===== src/rtl/fmi_load_ctrl.sv =====
// ============================================================================
//  Module      : fmi_load_ctrl
//  Description : Loads one TIX x TIY x TIF tile from external memory into the
//                FMI RAM as TIY*TIF single-row bursts of TIX words each.
//  Revision    : 1.0 - initial release
// ============================================================================
`default_nettype none

module fmi_load_ctrl #(
    parameter int TIX        = 4,
    parameter int TIY        = 4,
    parameter int TIF        = 8,
    parameter int FMI_ADDR_W = 8,
    parameter int DATA_W     = 16
) (
    input  logic                  clk,
    input  logic                  rst_n,
    input  logic                  start,
    input  logic [31:0]           base_addr,
    input  logic [15:0]           row_stride,
    input  logic [23:0]           plane_stride,
    output logic                  mem_req,
    output logic [31:0]           mem_addr,
    input  logic                  mem_gnt,
    input  logic                  mem_rvalid,
    input  logic [DATA_W-1:0]     mem_rdata,
    output logic                  fmi_we,
    output logic [FMI_ADDR_W-1:0] fmi_addr,
    output logic [DATA_W-1:0]     fmi_wdata,
    output logic                  busy,
    output logic                  done
);

    localparam int c_XW = (TIX > 1) ? $clog2(TIX) : 1;
    localparam int c_YW = (TIY > 1) ? $clog2(TIY) : 1;
    localparam int c_FW = (TIF > 1) ? $clog2(TIF) : 1;

    typedef enum logic [1:0] {
        S_IDLE = 2'd0,
        S_REQ  = 2'd1,
        S_DATA = 2'd2,
        S_FIN  = 2'd3
    } state_t;

    state_t                r_state;
    state_t                w_next;

    logic [15:0]           r_row_stride;
    logic [23:0]           r_plane_stride;
    logic [31:0]           r_plane_acc;
    logic [31:0]           r_addr;
    logic [c_XW-1:0]       r_x;
    logic [c_YW-1:0]       r_y;
    logic [c_FW-1:0]       r_f;
    logic [FMI_ADDR_W-1:0] r_wr_addr;

    logic                  w_beat;
    logic                  w_row_end;
    logic                  w_col_end;
    logic                  w_plane_end;
    logic                  w_tile_end;
    logic [31:0]           w_rs;
    logic [31:0]           w_ps;

    assign w_beat      = (r_state == S_DATA) && mem_rvalid;
    assign w_row_end   = (r_x == c_XW'(TIX - 1));
    assign w_col_end   = (r_y == c_YW'(TIY - 1));
    assign w_plane_end = (r_f == c_FW'(TIF - 1));
    assign w_tile_end  = w_row_end && w_col_end && w_plane_end;
    assign w_rs        = {16'd0, r_row_stride};
    assign w_ps        = {8'd0, r_plane_stride};
    assign mem_addr    = r_addr;

    always_ff @(posedge clk or negedge rst_n) begin
        if (!rst_n) begin
            r_state <= S_IDLE;
        end else begin
            r_state <= w_next;
        end
    end

    always_comb begin
        w_next  = r_state;
        mem_req = 1'b0;
        busy    = 1'b1;
        done    = 1'b0;
        case (r_state)
            S_IDLE: begin
                busy = 1'b0;
                if (start) w_next = S_REQ;
            end
            S_REQ: begin
                mem_req = 1'b1;
                if (mem_gnt) w_next = S_DATA;
            end
            S_DATA: begin
                if (w_beat && w_row_end) w_next = w_tile_end ? S_FIN : S_REQ;
            end
            S_FIN: begin
                done   = 1'b1;
                w_next = S_IDLE;
            end
            default: w_next = S_IDLE;
        endcase
    end

    // r_addr always holds the start address of the next burst; it is built from
    // a plane accumulator plus running row offset so no multipliers are needed.
    always_ff @(posedge clk or negedge rst_n) begin
        if (!rst_n) begin
            r_row_stride   <= '0;
            r_plane_stride <= '0;
            r_plane_acc    <= '0;
            r_addr         <= '0;
            r_x            <= '0;
            r_y            <= '0;
            r_f            <= '0;
            r_wr_addr      <= '0;
            fmi_we         <= 1'b0;
            fmi_addr       <= '0;
            fmi_wdata      <= '0;
        end else begin
            fmi_we <= 1'b0;
            if ((r_state == S_IDLE) && start) begin
                r_row_stride   <= row_stride;
                r_plane_stride <= plane_stride;
                r_plane_acc    <= base_addr;
                r_addr         <= base_addr;
                r_x            <= '0;
                r_y            <= '0;
                r_f            <= '0;
                r_wr_addr      <= '0;
            end
            if (w_beat) begin
                fmi_we    <= 1'b1;
                fmi_addr  <= r_wr_addr;
                fmi_wdata <= mem_rdata;
                r_wr_addr <= r_wr_addr + FMI_ADDR_W'(1);
                if (w_row_end) begin
                    r_x <= '0;
                    if (w_col_end) begin
                        r_y         <= '0;
                        r_f         <= w_plane_end ? '0 : r_f + c_FW'(1);
                        r_plane_acc <= r_plane_acc + w_ps;
                        r_addr      <= r_plane_acc + w_ps;
                    end else begin
                        r_y    <= r_y + c_YW'(1);
                        r_addr <= r_addr + w_rs;
                    end
                end else begin
                    r_x <= r_x + c_XW'(1);
                end
            end
        end
    end

endmodule

`default_nettype wire


===== config.mk =====
export PLATFORM = sky130hd
export DESIGN_NAME = fmi_load_ctrl
export DESIGN_NICKNAME = d
export VERILOG_FILES = /design/src/rtl/fmi_load_ctrl.sv
export SDC_FILE = /design/constraint.sdc
export NUM_CORES = 1
export LEC_CHECK = 0
export BUFFER_PORTS_ARGS = -buffer_cell sky130_fd_sc_hd__buf_4
export CORE_UTILIZATION = 51
export DETAILED_ROUTE_END_ITERATION = 7
export GPL_TIMING_DRIVEN = 0
export PLACE_DENSITY = 0.77
export SLEW_MARGIN = 10
export SYNTH_ARGS = -nofsm -noshare
export SYNTH_HDL_FRONTEND = slang
export SYNTH_SLANG_ARGS = --single-unit

===== constraint.sdc =====
create_clock -name clk -period 2.7 [get_ports clk]
set_input_delay 0.405 -clock clk [delete_from_list [all_inputs] [get_ports clk]]
set_output_delay 0.405 -clock clk [all_outputs]
set_load 0.02 [all_outputs]

==> results of run 1 <==
[cell usage after synthesis (all sizes together) (4+ instances only)]
cell type,number
o21bai,6
a211oi,17
ha,45
nand3,21
o31ai,6
dfrtp,146
and3,22
a21o,22
a22oi,5
clkbuf,36
o21ai,47
or3,10
o311ai,4
buf,10
nand2,309
nor2,45
a221oi,7
nor2b,7
o211ai,15
and2,7
a22o,4
inv,9
o21a,6
xor2,24
nand2b,6
a31oi,19
a221o,9
nand4,9
xnor2,21
a21oi,62
[per-stage QoR]
step | hold WS [ns] | cell area, sq um | TNS [ns]
6_report | 0.145 | 11500 | -1.46
3_5_place_dp | 0.382 | 10100 | -41.80
4_1_cts | 0.140 | 11000 | -0.835
3_3_place_gp | 0.460 | 10000 | -38.97
2_1_floorplan | 0.109 | 8610 | -0.00159
5_1_grt | 0.150 | 11500 | -3.55
[final timing paths]
check                                   from  cells past startpoint  slack (ns)                  to
max                        r_plane_stride[0]                     11       -0.18     r_plane_acc[20]
min                            mem_rdata[11]                      3        0.15       fmi_wdata[11]
max reg2reg                r_plane_stride[0]                     11       -0.18     r_plane_acc[20]
min reg2reg                     fmi_wdata[1]                      2        0.48        fmi_wdata[1]
max in group asynchronous              rst_n                      3        1.38         mem_addr[2]
min in group asynchronous              rst_n                      2        0.50  r_plane_stride[18]
[sequential cells by signal, summed over array words and instances (netlist names), 3 cells and up]
name and count:
mem_addr 32, r_plane_acc 32, r_plane_stride 24, fmi_wdata 16
r_row_stride 16, fmi_addr 8, r_wr_addr 8, r_f 3
[power by group]
group	internal [mW]	switching (mW)	total, mW
Combinational	4.30	5.29	9.59
Sequential	3.12	0.950	4.07
Clock	1.22	1.08	2.30
Total	8.63	7.32	16.0
[routing by layer]
metal | GRT usage | vias to the layer above | part of all wire
met2 | 0.517 | 462 | 0.48
met3 | 0.0621 | 100 | 0.084
li1 | - | 4010 | -
met4 | 0.147 | 0 | 0.040
met1 | 0.423 | 4200 | 0.40
met5 | 0 | - | 0
[critical path: stages, from the launching register on]
cell	delay, ns
sky130_fd_sc_hd__dfrtp_1	0.39
sky130_fd_sc_hd__ha_2	0.20
sky130_fd_sc_hd__fa_2	0.34
sky130_fd_sc_hd__a21o_1	0.21
sky130_fd_sc_hd__a221oi_4	0.33
sky130_fd_sc_hd__nor2_4	0.07
sky130_fd_sc_hd__nor3_4	0.22
sky130_fd_sc_hd__o31ai_2	0.17
sky130_fd_sc_hd__a21o_1	0.20
sky130_fd_sc_hd__a21o_1	0.18
sky130_fd_sc_hd__xor2_1	0.15
sky130_fd_sc_hd__a221o_1	0.29
[kinds of logic after synthesis]
kind of cell,Yosys count
flops,146
fa+ha+maj,47
mux,3
buf+inv,56
compound gates,254
simple gates,449
xor+xnor,45
[cell type report]
| class | instances | area [sq um] | area share |
|---|---|---|---|
| flip-flops and latches | 146 | 3660 | 0.318 |
| clock buffers | 17 | 425 | 0.0370 |
| plain buffers | 46 | 211 | 0.0184 |
| well taps | 220 | 275 | 0.0239 |
| repair buffers | 213 | 1640 | 0.142 |
| clock inverters | 15 | 138 | 0.0120 |
| inverters | 10 | 37.5 | 0.00326 |
| multi-input cells | 798 | 5120 | 0.445 |
[what timing repair did]
item | in CTS | in global routing
setup buffers | 21 | 40
hold buffers | 1 | 0
gates resized for setup | 43 | 55
pin swaps | 32 | 45
setup endpoints to repair | 110 | 98
endpoints found under the hold margin | 63 | 0
==> summary by stage, run 1 <==
Detailed routing
The DRC violation count after routing is 0. In this run the remaining antenna-violating nets after routing total 0. The count of routing violations after the opening detailed-route iteration is 943. After detailed routing, the number of vias per cell comes to 5.99. Dividing the detail-routed wire length by the instance count gives 19.5 microns. The routed layout has 8772 vias. The routed design has 28600 microns of wire. The number of iterations in the first detailed-routing pass is 5.

Timing
The time the final worst path needs with I/O delays and setup is 2.88 ns. At the pin with the least slew margin, the transition time is 0.785 ns. In the finished design, the share of the clock period the worst path needs comes to 1.07. The count of final hold-check violations was 0. Measured against its own limit, the worst slew margin works out to 0.476.

The number of pins exceeding their max-slew limit in the final report is 0. The maximum operating frequency is 348 MHz. The final count of negative-setup-slack endpoints is 17.

Setup repair after global routing could not meet its margin everywhere. Clock skew on the completed layout was measured at 0.0103 ns. In the post-route analysis, the smallest setup slack over all paths is -0.176 ns.

Synth
The fraction of synthesized area in multiplexers is 0.00351. The synthesized design spends more area on one cell type than any other, namely sky130_fd_sc_hd__dfrtp_1. After synthesis, the cell types taking the most area are sky130_fd_sc_hd__dfrtp_1 43%, sky130_fd_sc_hd__nand2_1 14%, sky130_fd_sc_hd__ha_1 6.6%, sky130_fd_sc_hd__a21oi_1 3.6%, sky130_fd_sc_hd__o21ai_0 2.7%. The post-synthesis adder-cell area fraction is 0.0704. Of the total synthesized cell area, the portion taken by AND, OR, NAND and NOR gates is 0.227. The dominant combinational cell family by area after synthesis is simple AND/OR/NAND/NOR gates. Yosys mapped a number of flops with a built-in enable equal to 0. The synthesized design contains 146 register bits. In the synthesized netlist the async set-or-reset flop fraction comes to 1.00. The mean instance size in the synthesized netlist is 8.56 sq um. The xor/xnor cell area share of the yosys netlist is 0.0460. The number of nets in the synthesized netlist is 1140. The post-synth design cell area is 8560 sq um. Synthesis produced 1000 cells. Of the post-synthesis cell area, the dominant cell type holds 0.427. For this run, the number of Yosys warnings is 0.

The flip-flop cell with the highest count after synthesis is sky130_fd_sc_hd__dfrtp_1. The sequential fraction of the synthesis area is 0.427. The number of distinct library cells after synthesis is 67.

The compound-gate portion of the synthesized area was 0.200.

Clock tree
The clock passes through at most 2 buffers. After clock tree synthesis, the clock-pin slew on the worst setup and hold paths is 0.07 ns. Clock tree synthesis inserted a total of 17 buffers.

The TritonCTS clock tree is built. For this design, the sink count on the clock tree is 146. Clock latency on the worst-skew pair, taken at its later pin, is 0.44 ns. The tree is rooted in a sky130_fd_sc_hd__clkbuf_16. The H-tree was split into 4 levels.

Placement
The routability-driven placement congestion ratio is 0.948. The number of buffer cells added on primary ports is 152. Once placement completed, the tool counted placed cells totaling 1373. The worst slack at placement is -0.712 ns. Detailed placement ended at an HPWL of 18900 microns.

Pwr
The static power due to leakage is 5.65 nW. The power density over the cells is 1390 nW/um^2. The design draws 16.0 mW. VDD sags by at most 0.777 mV.

GRT
The number of global-route vias before repair came to 8261. The initial antenna violation count came to 0. The global route total overflow is 0.

Entering global routing, the biggest net connects 84 pins. The first-pass GRT wire length is 43300 microns. The aggregate global-route resource usage is 0.323.

Floorplan
The die is 132 microns tall. Measured along the x axis, the die boundary spans 132 microns. For this design the top-level I/O count stands at 153. The initial core utilization is 0.520. The die footprint is 17300 sq um. The floorplan has 47 rows. The floorplan step defined a core boundary enclosing 16500 sq um.

Final layout
The library cell used most frequently in the layout, excluding fill and tap cells, is sky130_fd_sc_hd__nand2_1. The fraction of layout instances using a drive strength above 1 is 0.271. The area overhead of the layout relative to synthesis is 34.4%. Leaving out fill and tap cells, the most frequent cells in the layout are 305 x sky130_fd_sc_hd__nand2_1, 208 x sky130_fd_sc_hd__buf_4, 140 x sky130_fd_sc_hd__dfrtp_1, 60 x sky130_fd_sc_hd__a21oi_1, 39 x sky130_fd_sc_hd__nor2_1. The filler cells instantiated in the layout total 1315. 0 antenna diodes ended up in the layout.

In the final design database the tool counted 1372 nets. Measured on the finished design, the core utilization comes to 0.699. After the flow finishes, the layout carries non-filler instances totaling 1465.

Setup path
In this run the worst path has a maximum fanout of 3. The endpoint class of the critical path is a register. The critical path launch point type is a register. For the worst setup path, the data required time is 3.02 ns. The data arrival at the endpoint of the critical path is 3.19 ns. The critical path in this run is classified as reg -> reg.

Outcome
The final reports fail on setup timing. The run finished, with violations left.

Worst hold path
The path class of the tightest hold or removal check is in -> reg.

Flow run
Max-cap violations in this run came to 0.
Power figures use the tool's default switching activity.
==> run 2, diff against run 1 <==
--- a/config.mk
+++ b/config.mk
@@ -10,6 +10,8 @@
 export DETAILED_ROUTE_END_ITERATION = 7
 export GPL_TIMING_DRIVEN = 0
 export PLACE_DENSITY = 0.77
+export RECOVER_POWER = 50
+export REMOVE_ABC_BUFFERS = 1
 export SLEW_MARGIN = 10
 export SYNTH_ARGS = -nofsm -noshare
 export SYNTH_HDL_FRONTEND = slang
==> run 2 against run 1 <==
The run ends with capacitance limit, slew limit, setup timing left. Critical path depth grew 1. Worst hold slack improved by 0.010 ns. Power decreased by 2.9%. Setup slack better by 0.012 ns. Clock power is essentially flat. Global-route usage decreased by 2.3 points. Fmax grew 0.43%. Die area unchanged. Sequential power decreased by 1%. Routed wire length decreased by 8.4%. Clock-buffer cell count unchanged.
==> summary by stage, run 2 (synthesized netlist as in run 1, its figures left out) <==
Timing
The number of pins exceeding their max-slew limit in the final report was 64. The slew of the pin with the lowest slew margin is 1.54 ns. In this run the tightest slew margin relative to its limit is -0.0266. In the finished design, the share of the clock period the worst path needs comes to 1.06. Setup violations remaining at the end of the flow were counted as 22. The count of final hold-check violations came to 0.

The worst path setup slack after routing is -0.163 ns. After routing, the total negative slack on setup checks comes to -1.80 ns. For the finished layout, the period the worst path requires is 2.86 ns. The worst clock skew is 0.00922 ns. Setup repair after global routing could not meet its margin everywhere. Static timing analysis puts the maximum clock frequency at 349 MHz.

GRT
The initial antenna violation count is 0. The number of global-route vias before repair is 8180. The aggregate global-route resource usage is 0.300.

Global routing finished with a remaining overflow of 0. The first global-routing pass estimated 41100 microns of wire. Entering global routing, the biggest net connects 85 pins.

Setup path
STA classifies the critical path startpoint as a register. The required time at the worst-slack endpoint is 3.04 ns. The worst setup path is captured at a register.

The cell with the most instances on the worst path is sky130_fd_sc_hd__o21a_1. The critical-path cell with the highest stage delay is sky130_fd_sc_hd__dfrtp_1. The delay of the slowest critical-path stage is 0.41 ns. The category of the critical setup timing path is reg -> reg. The highest fanout seen on the critical path is 2. The data arrival at the endpoint of the critical path is 3.21 ns.

Walking the worst path, the cells encountered are ha_2 -> fa_2 -> a21o_1 -> a221oi_4 -> buf_4 -> nor2b_1 -> o21a_1 -> o21a_1 -> nor3_2 -> a31oi_2 -> a31o_2 -> a31oi_1.

Worst hold path
The tightest min-delay check is of the in -> reg type.

Placement
The number of buffer cells added on primary ports is 152. The placed standard-cell area is 9910 sq um. Prior to clock tree synthesis, the placed netlist has a worst setup slack of -0.997 ns. The routability-driven placement congestion ratio is 0.907. The wire-length estimate of the detail-placed layout is 15800 microns.

Clock tree
Clock tree synthesis found a total of 146 sinks. The number of clock buffers added by TritonCTS is 17. The number of H-tree branching levels is 4.

TritonCTS built the clock tree. The clock tree buffer depth is 2. Clock-pin slew was measured on the worst setup and hold paths at 0.07 ns. The clock reaches the later pin of the worst-skew pair after 0.43 ns. The clock tree root driver cell is sky130_fd_sc_hd__clkbuf_16.

Floorplan
The die is 132 microns tall. The die footprint is 17300 sq um. The total area inside the core boundary comes to 16500 sq um. The die width is 132 microns. The count of pins on the block boundary is 153.

Row generation in the floorplan step produced 47 rows. The initial utilization of the core area, before any placement, comes to 0.520.

Final layout
The fraction of layout instances using a drive strength above 1 is 0.244. The top cell types in the final layout, fill and taps aside, are 304 x sky130_fd_sc_hd__nand2_1, 168 x sky130_fd_sc_hd__buf_4, 145 x sky130_fd_sc_hd__dfrtp_1, 59 x sky130_fd_sc_hd__a21oi_1, 37 x sky130_fd_sc_hd__nor2_1. The repair_antennas step left the layout with diodes totalling 0. The most frequent standard cell in the layout excluding fill and tap cells is sky130_fd_sc_hd__nand2_1.

The finished cells cover 11200 sq um. The core utilization of the finished layout is 0.683. Fill cells in the final layout number 1288. Relative to the synthesized area, the layout overhead comes to 31.4%. The sequential cells in the finished layout cover a total of 3650 sq um. The area used by multi-input combinational logic is 5180 sq um. The number of nets in the finished design is 1322.

Detailed routing
The detail-routed via count per cell is 6.00. The met3 wire length is 1870 microns. The first TritonRoute pass finished after 5 iterations. The top metal layer carrying routed signals is met4. The met1 routed wirelength after detailed routing is 10800 microns. The count of vias placed by the detailed router is 8491.

The DRC violation count after routing is 0. The final wirelength is 26100 microns. The count of routing violations after the opening detailed-route iteration is 900. The number of antenna-violating nets in the routed design is 0. The amount of wire on met2 after detailed routing is 12500 microns. Dividing the detail-routed wire length by the instance count gives 18.5 microns.

Pwr
The maximum ir drop on the vdd rail is 0.728 mV. The power density over the cells is 1380 nW/um^2. The static power due to leakage is 5.49 nW.

Flow run
The tool flagged a number of max-cap violations equal to 1.

Outcome
The flow ran to the end, but the final reports show violations. The final reports fail on capacitance limit, slew limit, setup timing.
-- run 2: cell count changes in the layout (fill, tap and decap cells not counted), sizes merged --
| cell | previous run | this run |
|---|---|---|
| buf | 222 | 179 |
| clkbuf | 53 | 45 |
| inv | 18 | 21 |
| clkinv | 4 | 2 |
| clkinvlp | 3 | 2 |
| nor2 | 45 | 46 |
-- run 2: final cells by class --
class                   instances  share of cell area
clock buffers                  17              0.0378
clock inverters                15              0.0119
inverters                      10             0.00389
multi-input cells             799               0.460
flip-flops and latches        146               0.325
well taps                     220              0.0245
repair buffers                208               0.136
-- run 2: repair_timing --
item / in CTS / in global routing
gates resized for setup: 62 / 46
hold endpoints to repair: 62 / 0
pin swaps: 35 / 41
hold buffers: 1 / 0
buffers inserted: 29 / 24
cloned: 1 / 0
endpoints found under the setup margin: 92 / 50
-- run 2: power by group --
part,total [mW],internal (mW),switching [mW],leakage (nW)
sequential,4.01,3.11,0.898,1.84
combinational,9.19,4.04,5.15,3.37
clock,2.30,1.22,1.08,0.277
-- run 2: per-stage QoR --
stage               cells  power (mW)  hold WS (ns)
global placement     1326        11.0         0.459
global route         1415        16.5         0.153
CTS                  1392        14.5         0.143
floorplan             954        9.01         0.109
finish               1415        15.5         0.155
detailed placement   1329        11.2         0.377
-- run 2: worst paths after layout --
| check | startpoint | to | slack (ns) | cells past startpoint |
|---|---|---|---|---|
| setup / recovery | r_plane_acc[0] | mem_addr[10] | -0.16 | 12 |
| hold / removal | mem_rdata[12] | fmi_wdata[12] | 0.16 | 3 |
| setup reg to reg | r_plane_acc[0] | mem_addr[10] | -0.16 | 12 |
| hold reg to reg | fmi_wdata[15] | fmi_wdata[15] | 0.47 | 2 |
| max in group asynchronous | rst_n | mem_addr[1] | 0.29 | 3 |
| min in group asynchronous | rst_n | r_plane_stride[8] | 0.89 | 2 |
-- run 2: metal layers --
| layer | vias up | GRT usage |
|---|---|---|
| met5 | - | 0 |
| met4 | 0 | 0.158 |
| met3 | 77 | 0.0625 |
| met2 | 406 | 0.481 |
| met1 | 4108 | 0.381 |
| li1 | 3900 | - |
-- run 2: critical path, delay by kind of cell, from the launching register on --
family	cells	cell delay (ns)
flip-flops	1	0.41
AND/OR/NAND/NOR	2	0.18
buffers and inverters	1	0.18
AO/OA/AOI/OAI	7	1.46
adder cells (fa/ha/maj)	2	0.54
